File: src/rtl/dm_trace_buffer.sv
// Data-memory access tracer: window-qualified load/store capture into a
// first-word-fall-through FIFO with saturating event/drop statistics.
module dm_trace_buffer #(
    parameter int unsigned PC_W   = 32,
    parameter int unsigned ADDR_W = 32,
    parameter int unsigned DATA_W = 32,
    parameter int unsigned DEPTH  = 8,
    parameter int unsigned CNT_W  = 16
) (
    input  logic                       clk,
    input  logic                       rst,
    input  logic                       en,
    input  logic                       cap_reads,
    input  logic                       mode_wrap,
    input  logic [ADDR_W-1:0]          lo_addr,
    input  logic [ADDR_W-1:0]          hi_addr,
    input  logic                       clr_stats,
    input  logic                       dm_we,
    input  logic                       dm_re,
    input  logic [ADDR_W-1:0]          dm_addr,
    input  logic [DATA_W-1:0]          dm_data,
    input  logic [PC_W-1:0]            id_pc,
    output logic                       tr_valid,
    input  logic                       tr_ready,
    output logic [PC_W-1:0]            tr_pc,
    output logic [ADDR_W-1:0]          tr_addr,
    output logic [DATA_W-1:0]          tr_data,
    output logic                       tr_wr,
    output logic [$clog2(DEPTH):0]     level,
    output logic [CNT_W-1:0]           evt_cnt,
    output logic [CNT_W-1:0]           drop_cnt,
    output logic                       overflow,
    output logic                       conflict
);

    localparam int unsigned AW = $clog2(DEPTH);
    localparam int unsigned LW = AW + 1;

    logic [PC_W-1:0]   pc_mem   [DEPTH];
    logic [ADDR_W-1:0] addr_mem [DEPTH];
    logic [DATA_W-1:0] data_mem [DEPTH];
    logic              wr_mem   [DEPTH];

    logic [AW-1:0] wr_ptr, rd_ptr;

    logic is_wr, is_rd, in_win, qual, full, pop;
    logic push_ok, overwrite, drop, both;

    always_comb begin
        is_wr     = dm_we & ~dm_re;
        is_rd     = dm_re & ~dm_we & cap_reads;
        both      = dm_we & dm_re;
        // An inverted window (lo > hi) can never satisfy both bounds.
        in_win    = (dm_addr >= lo_addr) && (dm_addr <= hi_addr);
        qual      = en & (is_wr | is_rd) & in_win;
        full      = (level == LW'(DEPTH));
        pop       = tr_valid & tr_ready;
        push_ok   = qual & (~full | pop);
        drop      = qual & full & ~pop;
        overwrite = drop & mode_wrap;
    end

    assign tr_valid = (level != '0);
    assign tr_pc    = pc_mem[rd_ptr];
    assign tr_addr  = addr_mem[rd_ptr];
    assign tr_data  = data_mem[rd_ptr];
    assign tr_wr    = wr_mem[rd_ptr];

    // Storage carries no reset; validity is tracked by level alone.
    always_ff @(posedge clk) begin
        if (push_ok | overwrite) begin
            pc_mem[wr_ptr]   <= id_pc;
            addr_mem[wr_ptr] <= dm_addr;
            data_mem[wr_ptr] <= dm_data;
            wr_mem[wr_ptr]   <= dm_we;
        end
    end

    always_ff @(posedge clk or posedge rst) begin
        if (rst) begin
            wr_ptr <= '0;
            rd_ptr <= '0;
            level  <= '0;
        end else begin
            if (push_ok | overwrite)
                wr_ptr <= wr_ptr + AW'(1);
            if (pop | overwrite)
                rd_ptr <= rd_ptr + AW'(1);
            if (push_ok & ~pop)
                level <= level + LW'(1);
            else if (pop & ~push_ok)
                level <= level - LW'(1);
        end
    end

    always_ff @(posedge clk or posedge rst) begin
        if (rst) begin
            evt_cnt  <= '0;
            drop_cnt <= '0;
            overflow <= 1'b0;
            conflict <= 1'b0;
        end else if (clr_stats) begin
            evt_cnt  <= '0;
            drop_cnt <= '0;
            overflow <= 1'b0;
            conflict <= 1'b0;
        end else begin
            if (qual && evt_cnt != '1)
                evt_cnt <= evt_cnt + CNT_W'(1);
            if (drop && drop_cnt != '1)
                drop_cnt <= drop_cnt + CNT_W'(1);
            if (drop)
                overflow <= 1'b1;
            if (both)
                conflict <= 1'b1;
        end
    end

endmodule
File: config.mk
export PLATFORM = sky130hd
export DESIGN_NAME = dm_trace_buffer
export DESIGN_NICKNAME = d
export VERILOG_FILES = /design/src/rtl/dm_trace_buffer.sv
export SDC_FILE = /design/constraint.sdc
export NUM_CORES = 1
export LEC_CHECK = 0
export CORE_ASPECT_RATIO = 0.9
export CORE_MARGIN = 1.5
export CORE_UTILIZATION = 35
export DETAILED_ROUTE_END_ITERATION = 7
export GPL_TIMING_DRIVEN = 0
export PLACE_DENSITY_LB_ADDON = 0.2
export RECOVER_POWER = 100
export SYNTH_ARGS = -nofsm -noshare
export SYNTH_HDL_FRONTEND = slang
export SYNTH_SLANG_ARGS = --single-unit
File: constraint.sdc
create_clock -name clk -period 19.4 [get_ports clk]
set_input_delay 5.82 -clock clk [delete_from_list [all_inputs] [get_ports clk]]
set_output_delay 5.82 -clock clk [all_outputs]
set_load 0.02 [all_outputs]
==> run metrics <==
CP Data Arrival Time about 14 ns; H-tree lvl count 3; Layout area overhead 22.9%; area share of the largest cell type after synthesis 70.2%; EDFF count, synth approximately 780; Slew Limit Fails 544; Tmin final around 14 ns; IO Pins slightly above 300; # resized after CTS 0; via count about 17,000; worst-margin pin slew ~3.7 ns; Synth Instances approximately 1,600; top post-synthesis cells by area edfxtp_1 (70%), mux4_2 (13%), mux2_2 (3.7%), dfrtp_1 (3.3%), ha_1 (2.7%); clock latency at the later pin of the worst-skew pair between 0.6 and 0.7 ns; NetSw around 1.5 mW; CP startpoint kind input port; CTS tree done; total global-route track usage around 17%; Filler cells 8,180; Pre-antenna DRT Iters 5; Hold WC Path Type flip-flop to flip-flop; vias per cell between 5 and 6; PwrDens about 130 nW/µm²; Fin. Hold Viols 0; Comb pwr share 29.4%; Lkg Pwr about 14 nW; die area roughly 97,000 µm²; initial antenna violation count 11; kind of critical path input port to flip-flop; Starting Density roughly 36%; Yosys cell types 54; Mapped Nets between 1,500 and 2,000; sequential fraction of the synthesis area 73.5%; Worst IR Drop VDD roughly 0.07 mV; Crit path max-delay family simple AND/OR/NAND/NOR gates; clk buf depth 3; Final Cycle Share 73.3%; status complete, but fails checks; dpl cells ~3,200; synth warn 0; CP bufs+invs 3; Detailed Place HPWL 51.9 mm; P_int 3.66 mW; r2r startpoint level[0]; die height approximately 300 µm; fmax roughly 0.07 GHz; core area about 93,000 µm²; failing checks max-capacitance violations, max-slew violations; Post-CTS Hold Buffers 0; crit path max fanout between 40 and 50; clk root buf clkbuf_16; pin count of the biggest net entering global routing 48; CP peak stage delay approximately 2.5 ns; I/O Buffers a little over 300; sw frac ~29%; required time of the critical path ~20 ns; Max-cap violations 17; Clock transition at path regs around 0.06 ns; normalized max-slew margin -150%; Synth area leader edfxtp_1; Netlist Area Pre-Place approximately 33,000 µm²; endpoints failing setup 0; Synth async-reset ratio approximately 5.4%; vias in the first global route around 18,000; final wirelength a little under 80 mm; Setup Buffers After CTS 0; Synth Register Bits a little over 800; sequential share of power between 30% and 40%; nets@finish roughly 2,300; routed length per instance about 23 µm; Die Wd 328 µm; Sink Count 820; drt initial violations ~1,100; GPL Wtd Cong just under 0.8; top_reg_cell synth edfxtp_1; CP most frequent cell clkbuf_1; fin cells 3,389; CP startpoint dm_addr[30]; Clock Power Share a little under a third; CTS Buf Count 87; worst-path cell chain dlygate4sd3_1 > ha_1 > nand4_1 > nor4_1 > nor4b_1 > a31oi_1 > a211o_1 > clkbuf_1 > nor2_1 > and3_1 > clkbuf_1; Slowest-stage cell, CP clkbuf_1; Core Rows 106; RSZ-0062 raised after global routing false; CP endpoint kind flip-flop; Pwr Total between 5 and 6 mW; antenna-violating nets left 0; GRT overflow 0; Avg Synthesized Cell Area around 20 µm²; share of layout cells above drive strength 1 around 20%; Hold Crit Start conflict; drc violations 0; clk_skew 0.0179 ns; first-pass GRT wire length around 120 mm
area by class of cell:
| cell class | instances | area [µm²] | share of cell area (%) |
|---|---|---|---|
| sequential | 820 | 24400 | 59.8 |
| multi-input combinational | 670 | 8250 | 20.2 |
| timing repair buffer | 362 | 3250 | 7.98 |
| clock buffer | 105 | 2270 | 5.55 |
| tap | 1242 | 1550 | 3.81 |
| clock inverter | 48 | 549 | 1.35 |
| buffer | 70 | 263 | 0.644 |
| inverter | 70 | 263 | 0.644 |
| antenna | 2 | 5.00 | 0.0123 |
per-stage QoR:
step	TNS, ns	util [%]	setup WS [ns]	instance area, µm²	hold WS (ns)
3_5_place_dp	0	41.3	6.90	38500	0.501
5_1_grt	0	43.7	4.55	40800	0.539
6_report	0	43.7	5.17	40800	0.506
2_1_floorplan	0	-	0.833	33200	0.525
3_3_place_gp	-3492.80	40.5	-13.86	37800	0.496
4_1_cts	0	44.3	7.59	41400	0.519
registers in the layout, indices dropped and copies added, names as in the netlist:
name	count
addr_mem	256
data_mem	256
wr_mem	8
evt_cnt	16
pc_mem	256
level	4
wr_ptr	3
conflict	1
rd_ptr	3
drop_cnt	16
overflow	1
placed cells by master, fill, tap and decap left out, types with 4 or more instances in the layout:
master and n:
clkdlybuf4s50_1 81, dfrtp_1 44, nand2b_1 11, bufinv_16 10, xnor2_1 4, or4_1 6, buf_1 8, clkinv_8 5
dlygate4sd3_1 222, mux4_2 194, nor3_1 6, mux2_2 109, and3_1 10, o31ai_1 6, ha_1 71, nor4_1 4
clkinv_1 14, and4_1 5, clkbuf_1 138, a21o_1 7, clkbuf_16 88, inv_1 70, nand4_1 20, a21oi_1 44
o21ai_0 24, or3_1 15, nor2_1 28, nand3_1 17, clkinv_2 13, nand2_1 30, nor4b_1 4, edfxtp_1 776
nor2b_1 11
path summary, 6_finish.rpt:
check                           depth (start not counted)       endpoint  slack [ns]
worst max register to register                          6  pc_mem[1][31]       13.32
worst min register to register                          2       conflict        0.51
worst min-delay path                                    2       conflict        0.51
worst max-delay path                                   11  pc_mem[1][31]        5.17
min in group asynchronous                               2       conflict        5.70
max in group asynchronous                               3    drop_cnt[9]       11.71
power by group through the flow:
stage	Clock, mW	Combinational, mW	Sequential, mW
6_report	1.64	1.51	1.99
3_5_place_dp	0	1.61	2.02
5_1_grt	1.76	1.63	1.99
3_3_place_gp	0	1.60	2.03
4_1_cts	1.69	1.62	1.99
2_1_floorplan	0	0.958	2.03
kinds of logic after synthesis:
| group | share of synthesized area, % |
|---|---|
| AOI/OAI and AO/OA | 1.89 |
| adders and majority gates | 2.74 |
| xor gates and xnor gates | 0.185 |
| buffers and inverters | 1.59 |
| DFF | 73.5 |
| muxes | 17.0 |
| and+or+nand+nor | 3.11 |
worst min-delay path, delay by kind of cell (launching register included):
family,cells,cell delay [ns]
simple gates,1,0.08
compound gates,1,0.05
flops,1,0.35
layer usage:
layer	vias up	share of wire (%)	routed length, µm	track usage [%]
met3	107	4.7	3760	3.31
met5	-	0.065	52	0
met2	437	49	39200	27.5
met1	8904	44	35200	22.7
li1	7617	-	-	-
met4	8	1.7	1350	3.70
synth_stat cells, drive strengths merged (2+ instances only):
cell type	instances
inv	70
clkbuf	49
and2	3
nor4	4
or4	7
a2111oi	3
or3	15
mux2	110
nor3	6
a31oi	2
a211o	2
mux4	194
ha	71
o211ai	3
nand2b	11
nor3b	3
edfxtp	776
nor2b	11
and4b	2
mux2i	2
and4	5
nor2	28
a221oi	3
o21ai	24
nand3	17
and3	10
a21o	7
buf	21
dfrtp	44
o31ai	6
and3b	2
nor4b	4
xnor2	4
xor2	3
nand2	30
a21oi	44
nand4	20
Power figures use the tool's default switching activity.
==> patch 1: new RTL, config.mk and constraints unchanged <==
The parameter `DATA_W` goes from 32 to 64.
--- a/src/rtl/dm_trace_buffer.sv
+++ b/src/rtl/dm_trace_buffer.sv
@@ -4,5 +4,5 @@
     parameter int unsigned PC_W   = 32,
     parameter int unsigned ADDR_W = 32,
-    parameter int unsigned DATA_W = 32,
+    parameter int unsigned DATA_W = 64,
     parameter int unsigned DEPTH  = 8,
     parameter int unsigned CNT_W  = 16
Interface: changed (resized dm_data and tr_data); port bits go from 305 to 369. The function was not compared with the original's and may differ.
==> patch 1 against the original RTL <==
The run still ends with capacitance limit, slew limit left; first-iteration DRC count grew 46%; routed wire length grew 40%; setup slack lost 0.47 ns; critical path depth grew 2; power grew 30%; synthesized cell count grew 39%; area after synthesis grew 29%; clock skew grew 0.011 ns; sequential cell count grew 256; final area grew 28%; register-to-register slack lost 0.41 ns; largest power group unchanged; highest routed layer unchanged.
==> patch 1: results (changes against the original RTL) <==
* Status: finished with violations (unchanged)
* Violated checks: capacitance limit, slew limit (unchanged)
* DP Wirelength at 73.80 mm (was 51.94 mm)
* Filler cells at 10700 (was 8180)
* Reg2Reg Capture Point: pc_mem[5][8]$_DFFE_PP_ (was pc_mem[1][31]$_DFFE_PP_)
* Max-Cap Viols at 16 (was 17)
* Worst skew pair latency at 0.69 ns (was 0.64 ns)
* Sequential-to-total area share from yosys stat at 0.7501 (was 0.7353)
* Clock Skews at 0.02921 ns (was 0.01790 ns)
* Hold Path Sink: overflow$_DFFE_PP0P_ (was conflict$_DFFE_PP0P_)
* Port bufs at 368 (was 303)
* Hold Crit Start: overflow$_DFFE_PP0P_ (was conflict$_DFFE_PP0P_)
* CP Data Arrival Time at 14.95 ns (was 14.39 ns)
* Number of vias per cell at 5.070 (was 5.038)
* Initial antenna violation count at 28 (was 11)
* Final GP Congestion at 0.8248 (was 0.7934)
* Min Hold Slack at 0.5105 ns (was 0.5058 ns)
* Synth async-reset ratio at 0.04089 (was 0.05366)
* Nets at 3101 (was 2322)
* GRT Total Usage at 0.1785 (was 0.1659)
* Post-synth EDFFs at 1032 (was 776)
* Slew @ Worst Pin at 3.623 ns (was 3.746 ns)
* Register-to-Register Path Depth at 7 (was 6)
* Slew Limit Fails at 458 (was 544)
* R2R Setup Slk at 12.91 ns (was 13.32 ns)
-- patch 1: changes by cell type after synthesis, moves of 5 or more --
| cell | change |
|---|---|
| nor2_1 | -6 |
| nand2_1 | +390 |
| mux2_2 | -101 |
| mux4_2 | +64 |
| edfxtp_1 | +256 |
| a21oi_1 | +5 |
| clkbuf_1 | +14 |
| buf_1 | +17 |
-- patch 1: worst max-delay path: cells and delay by family --
family | cells | cell delay [ns]
buf+inv | 5 | 5.04
fa+ha+maj | 1 | 0.43
compound gates | 2 | 0.40
simple gates | 5 | 3.18
-- patch 1: layout make-up --
type,count,area [um^2],area share
clock buffer,145,3012,0.05756
multi-input combinational,1017,10000,0.1912
inverter,70,262.8,0.005022
sequential,1076,32090,0.6133
tap,1599,2001,0.03824
timing repair buffer,444,4049,0.07738
antenna,13,32.53,0.0006217
clock inverter,68,481.7,0.009206
buffer,104,392.9,0.007508
-- patch 1: power by group --
part	total [mW]	internal (mW)	switching, mW	leakage (nW)
clock	2.03	1.16	0.875	1.70
sequential	2.60	2.59	0.0168	9.87
combinational	2.05	0.881	1.17	6.00
-- patch 1: kinds of logic (layout without fill, tap and decap cells) --
logic type | Yosys count | in the layout | synth area share
xor+xnor | 7 | 7 | 0.001433
buf+inv | 174 | 831 | 0.01568
flops | 1076 | 1076 | 0.7501
simple gates | 560 | 560 | 0.05727
mux | 269 | 269 | 0.1387
other cells | 0 | 13 | 0
compound gates | 109 | 109 | 0.01559
fa+ha+maj | 72 | 72 | 0.02123
-- patch 1: worst max-delay path by stage --
stage,cells past startpoint,end,startpoint,slack (ns)
4_1_cts,16,pc_mem[0][14]$_DFFE_PP_,dm_addr[30],8.16
3_3_place_gp,11,data_mem[4][37]$_DFFE_PP_,dm_addr[30],-7.49
3_5_place_dp,16,data_mem[0][59]$_DFFE_PP_,dm_addr[30],7.45
5_1_grt,13,pc_mem[5][8]$_DFFE_PP_,dm_addr[30],4.05
2_1_floorplan,11,addr_mem[2][0]$_DFFE_PP_,hi_addr[13],3.49
6_report,13,pc_mem[5][8]$_DFFE_PP_,dm_addr[30],4.70
-- patch 1: metrics by stage --
stage | utilization | cells | cell area (um^2) | power [mW] | worst slack [ns]
4_1_cts | 0.4390 | 4522 | 53160 | 6.888 | 8.164
3_5_place_dp | 0.4101 | 4309 | 49670 | 4.840 | 7.454
3_3_place_gp | 0.4004 | 4234 | 48490 | 4.829 | -7.495
5_1_grt | 0.4318 | 4527 | 52300 | 7.001 | 4.054
2_1_floorplan | - | 2267 | 42800 | 3.905 | 3.491
6_report | 0.4320 | 4536 | 52330 | 6.691 | 4.703
-- patch 1: layer usage --
metal	part of all wire	vias up	global-route usage
met1	0.42	12010	0.2309
met4	0.024	8	0.04731
met3	0.058	180	0.03982
met5	0.00046	-	0
li1	-	10140	-
met2	0.50	656	0.3028
==> patch 2: new RTL, config.mk and constraints unchanged <==
Made on the original files. Reset style: synchronous (`rst`), changed in 2 clocked blocks.
--- a/src/rtl/dm_trace_buffer.sv
+++ b/src/rtl/dm_trace_buffer.sv
@@ -77,5 +77,5 @@
     end
 
-    always_ff @(posedge clk or posedge rst) begin
+    always_ff @(posedge clk) begin
         if (rst) begin
             wr_ptr <= '0;
@@ -94,5 +94,5 @@
     end
 
-    always_ff @(posedge clk or posedge rst) begin
+    always_ff @(posedge clk) begin
         if (rst) begin
             evt_cnt  <= '0;
Function: differs if rst is asserted again (counterexample within 4 cycles, from zero or initial values and one cycle with rst high); with rst held inactive, the same outputs for 4 cycles.
==> patch 2 against the original RTL <==
The flow still finishes with violations (capacitance limit, slew limit); global-route usage is 0.59 points higher; routed wire length is 3.9% higher; maximum frequency is 1.6% lower; critical path depth up 5; first-iteration DRC count rose by 21%; via count increased by 2.7%; final area increased by 0.44%; utilization rose by 0.19 points; sequential cell count grew 3; area after synthesis is 0.16% lower; count of clock-buffer cells in the layout rose by 5; setup slack worse by 0.23 ns.
Power is not compared: it rests on default switching activity, and its combinational part moved more than twofold at a synthesized area within 25%.
==> patch 2: results (changes against the original RTL) <==
* GRT Total Usage at 0.1718 (was 0.1659)
* Max-Cap Viols at 10 (was 17)
* Synthesized Nets at 1891 (was 1871)
* Synth async-reset ratio at 0 (was 0.05366)
* CP top delay family: buffers and inverters (was simple AND/OR/NAND/NOR gates)
* Status: finished with violations (unchanged)
* Global-route wire length before repair at 121.7 mm (was 118.3 mm)
* Initial antenna violation count at 14 (was 11)
* Register-to-Register Path Depth at 12 (was 6)
* Post-synth EDFFs at 776 (unchanged)
* WL/cell at 23.98 um (was 23.46 um)
* Placed cell area at 0.03870 mm^2 (was 0.03854 mm^2)
* Worst skew pair latency at 0.65 ns
* Gate Count Post-Synth at 1650 (was 1630)
* Sequential-to-total area share from yosys stat at 0.7316 (was 0.7353)
* F_max at 69.20 MHz (was 70.30 MHz)
* CP Data Arrival Time at 14.72 ns (was 14.39 ns)
* DR vias at 17530 (was 17070)
* Nets at 2367 (was 2322)
* Final GP Congestion at 0.8575 (was 0.7934)
* Violated checks: capacitance limit, slew limit (unchanged)
* Post-synth cell types at 56 (was 54)
* Dpl ws at 6.958 ns (was 6.903 ns)
* Largest regs: addr_mem (256), data_mem (256), pc_mem (256) (unchanged)
* Reg-to-Reg Start: level[0]$_SDFFE_PP0P_ (was level[0]$_DFFE_PP0P_)
* Top post-synthesis cells by area: edfxtp_1, mux4_2, mux2_2 (unchanged)
* Slew Limit Fails at 276 (was 544)
* Crit-path slowest cell: nor4bb_1 (was clkbuf_1)
* DP Wirelength at 56.71 mm (was 51.94 mm)
* Synth cell count leaders: edfxtp_1, mux4_2, mux2_2 (unchanged)
* Clock Skews at 0.02081 ns (was 0.01790 ns)
* TritonCTS buffer count at 89 (was 87)
* CTS resizes at 0 (unchanged)
* Layout cells sized above 1 at 0.1924 (was 0.1995)
* Worst hold-check path type: flip-flop to flip-flop (unchanged)
* Port bufs at 303 (unchanged)
* R2R Setup Slk at 12.91 ns (was 13.32 ns)
* Vias in the first global route at 18610 (was 18260)
* Maximum fanout along the worst path at 11 (was 43)
* CP startpoint: dm_addr[31] (was dm_addr[30])
* 1st-iter DRT viols at 1344 (was 1107)
* Critical path's largest stage delay at 1.10 ns (was 2.48 ns)
* Number of vias per cell at 5.089 (was 5.038)
* Dpl cells at 3277 (was 3234)
* Largest net degree at the start of global routing at 42 (was 48)
* Max_slew headroom at -1.163 (was -1.497)
-- patch 2: layer usage --
layer  global-route usage  wire length [um]
met1               0.2274             35450
met2               0.2869             40820
met3              0.03883              4763
met4              0.04325              1518
met5                    0                74
-- patch 2: tightest hold or removal path: cells and delay by family, from the launching register on --
family | cells | cell delay, ns
AO/OA/AOI/OAI | 1 | 0.04
flip-flops | 1 | 0.33
AND/OR/NAND/NOR | 1 | 0.07
-- patch 2: area by class of cell --
| type | instances | area, um^2 |
|---|---|---|
| Sequential cell | 823 | 24240 |
| Multi-Input combinational cell | 677 | 8314 |
| Timing Repair Buffer | 385 | 3341 |
| Antenna cell | 5 | 12.51 |
| Tap cell | 1242 | 1554 |
| Inverter | 71 | 266.5 |
| Clock inverter | 53 | 609.3 |
| Buffer | 79 | 296.5 |
| Fill cell | 8232 | 52380 |
| Clock buffer | 110 | 2349 |
-- patch 2: cells by family (layout without fill, tap and decap cells) --
group,count (synthesis),count (layout),synth area share
other,0,5,0
buffers and inverters,150,698,0.01726
and+or+nand+nor,178,178,0.03047
xor gates and xnor gates,3,3,0.0007931
DFF,823,823,0.7316
muxes,299,299,0.1674
AOI/OAI and AO/OA,125,125,0.02507
adders and majority gates,72,72,0.02741
-- patch 2: power by group through the flow --
| stage | sequential (mW) | clock [mW] | combinational, mW |
|---|---|---|---|
| after global placement | 2.00 | 0 | 0.744 |
| after global routing | 1.96 | 1.80 | 0.771 |
| after detailed placement | 2.00 | 0 | 0.756 |
| after floorplan | 2.00 | 0 | 0.443 |
| after CTS | 1.96 | 1.74 | 0.760 |
| final | 1.96 | 1.69 | 0.711 |
-- patch 2: how the worst min path moves through the flow --
stage	startpoint	endpoint	depth (start not counted)
after floorplan	rd_ptr[1]$_SDFFE_PP0N_	flip-flop	2
after global placement	conflict$_SDFFE_PP0P_	conflict$_SDFFE_PP0P_	2
after detailed placement	overflow$_SDFFE_PP0P_	overflow$_SDFFE_PP0P_	2
after CTS	overflow$_SDFFE_PP0P_	overflow$_SDFFE_PP0P_	2
after global routing	drop_cnt[10]$_SDFFE_PP0P_	drop_cnt[10]$_SDFFE_PP0P_	2
final	overflow$_SDFFE_PP0P_	overflow$_SDFFE_PP0P_	2
-- patch 2: metrics by stage --
| step | hold WS, ns | utilization | power [mW] |
|---|---|---|---|
| 5_1_grt | 0.5161 | 0.4389 | 4.528 |
| 6_report | 0.4771 | 0.4390 | 4.361 |
| 3_3_place_gp | 0.4618 | 0.4040 | 2.745 |
| 2_1_floorplan | 0.4716 | - | 2.443 |
| 4_1_cts | 0.4879 | 0.4462 | 4.460 |
| 3_5_place_dp | 0.4693 | 0.4145 | 2.753 |
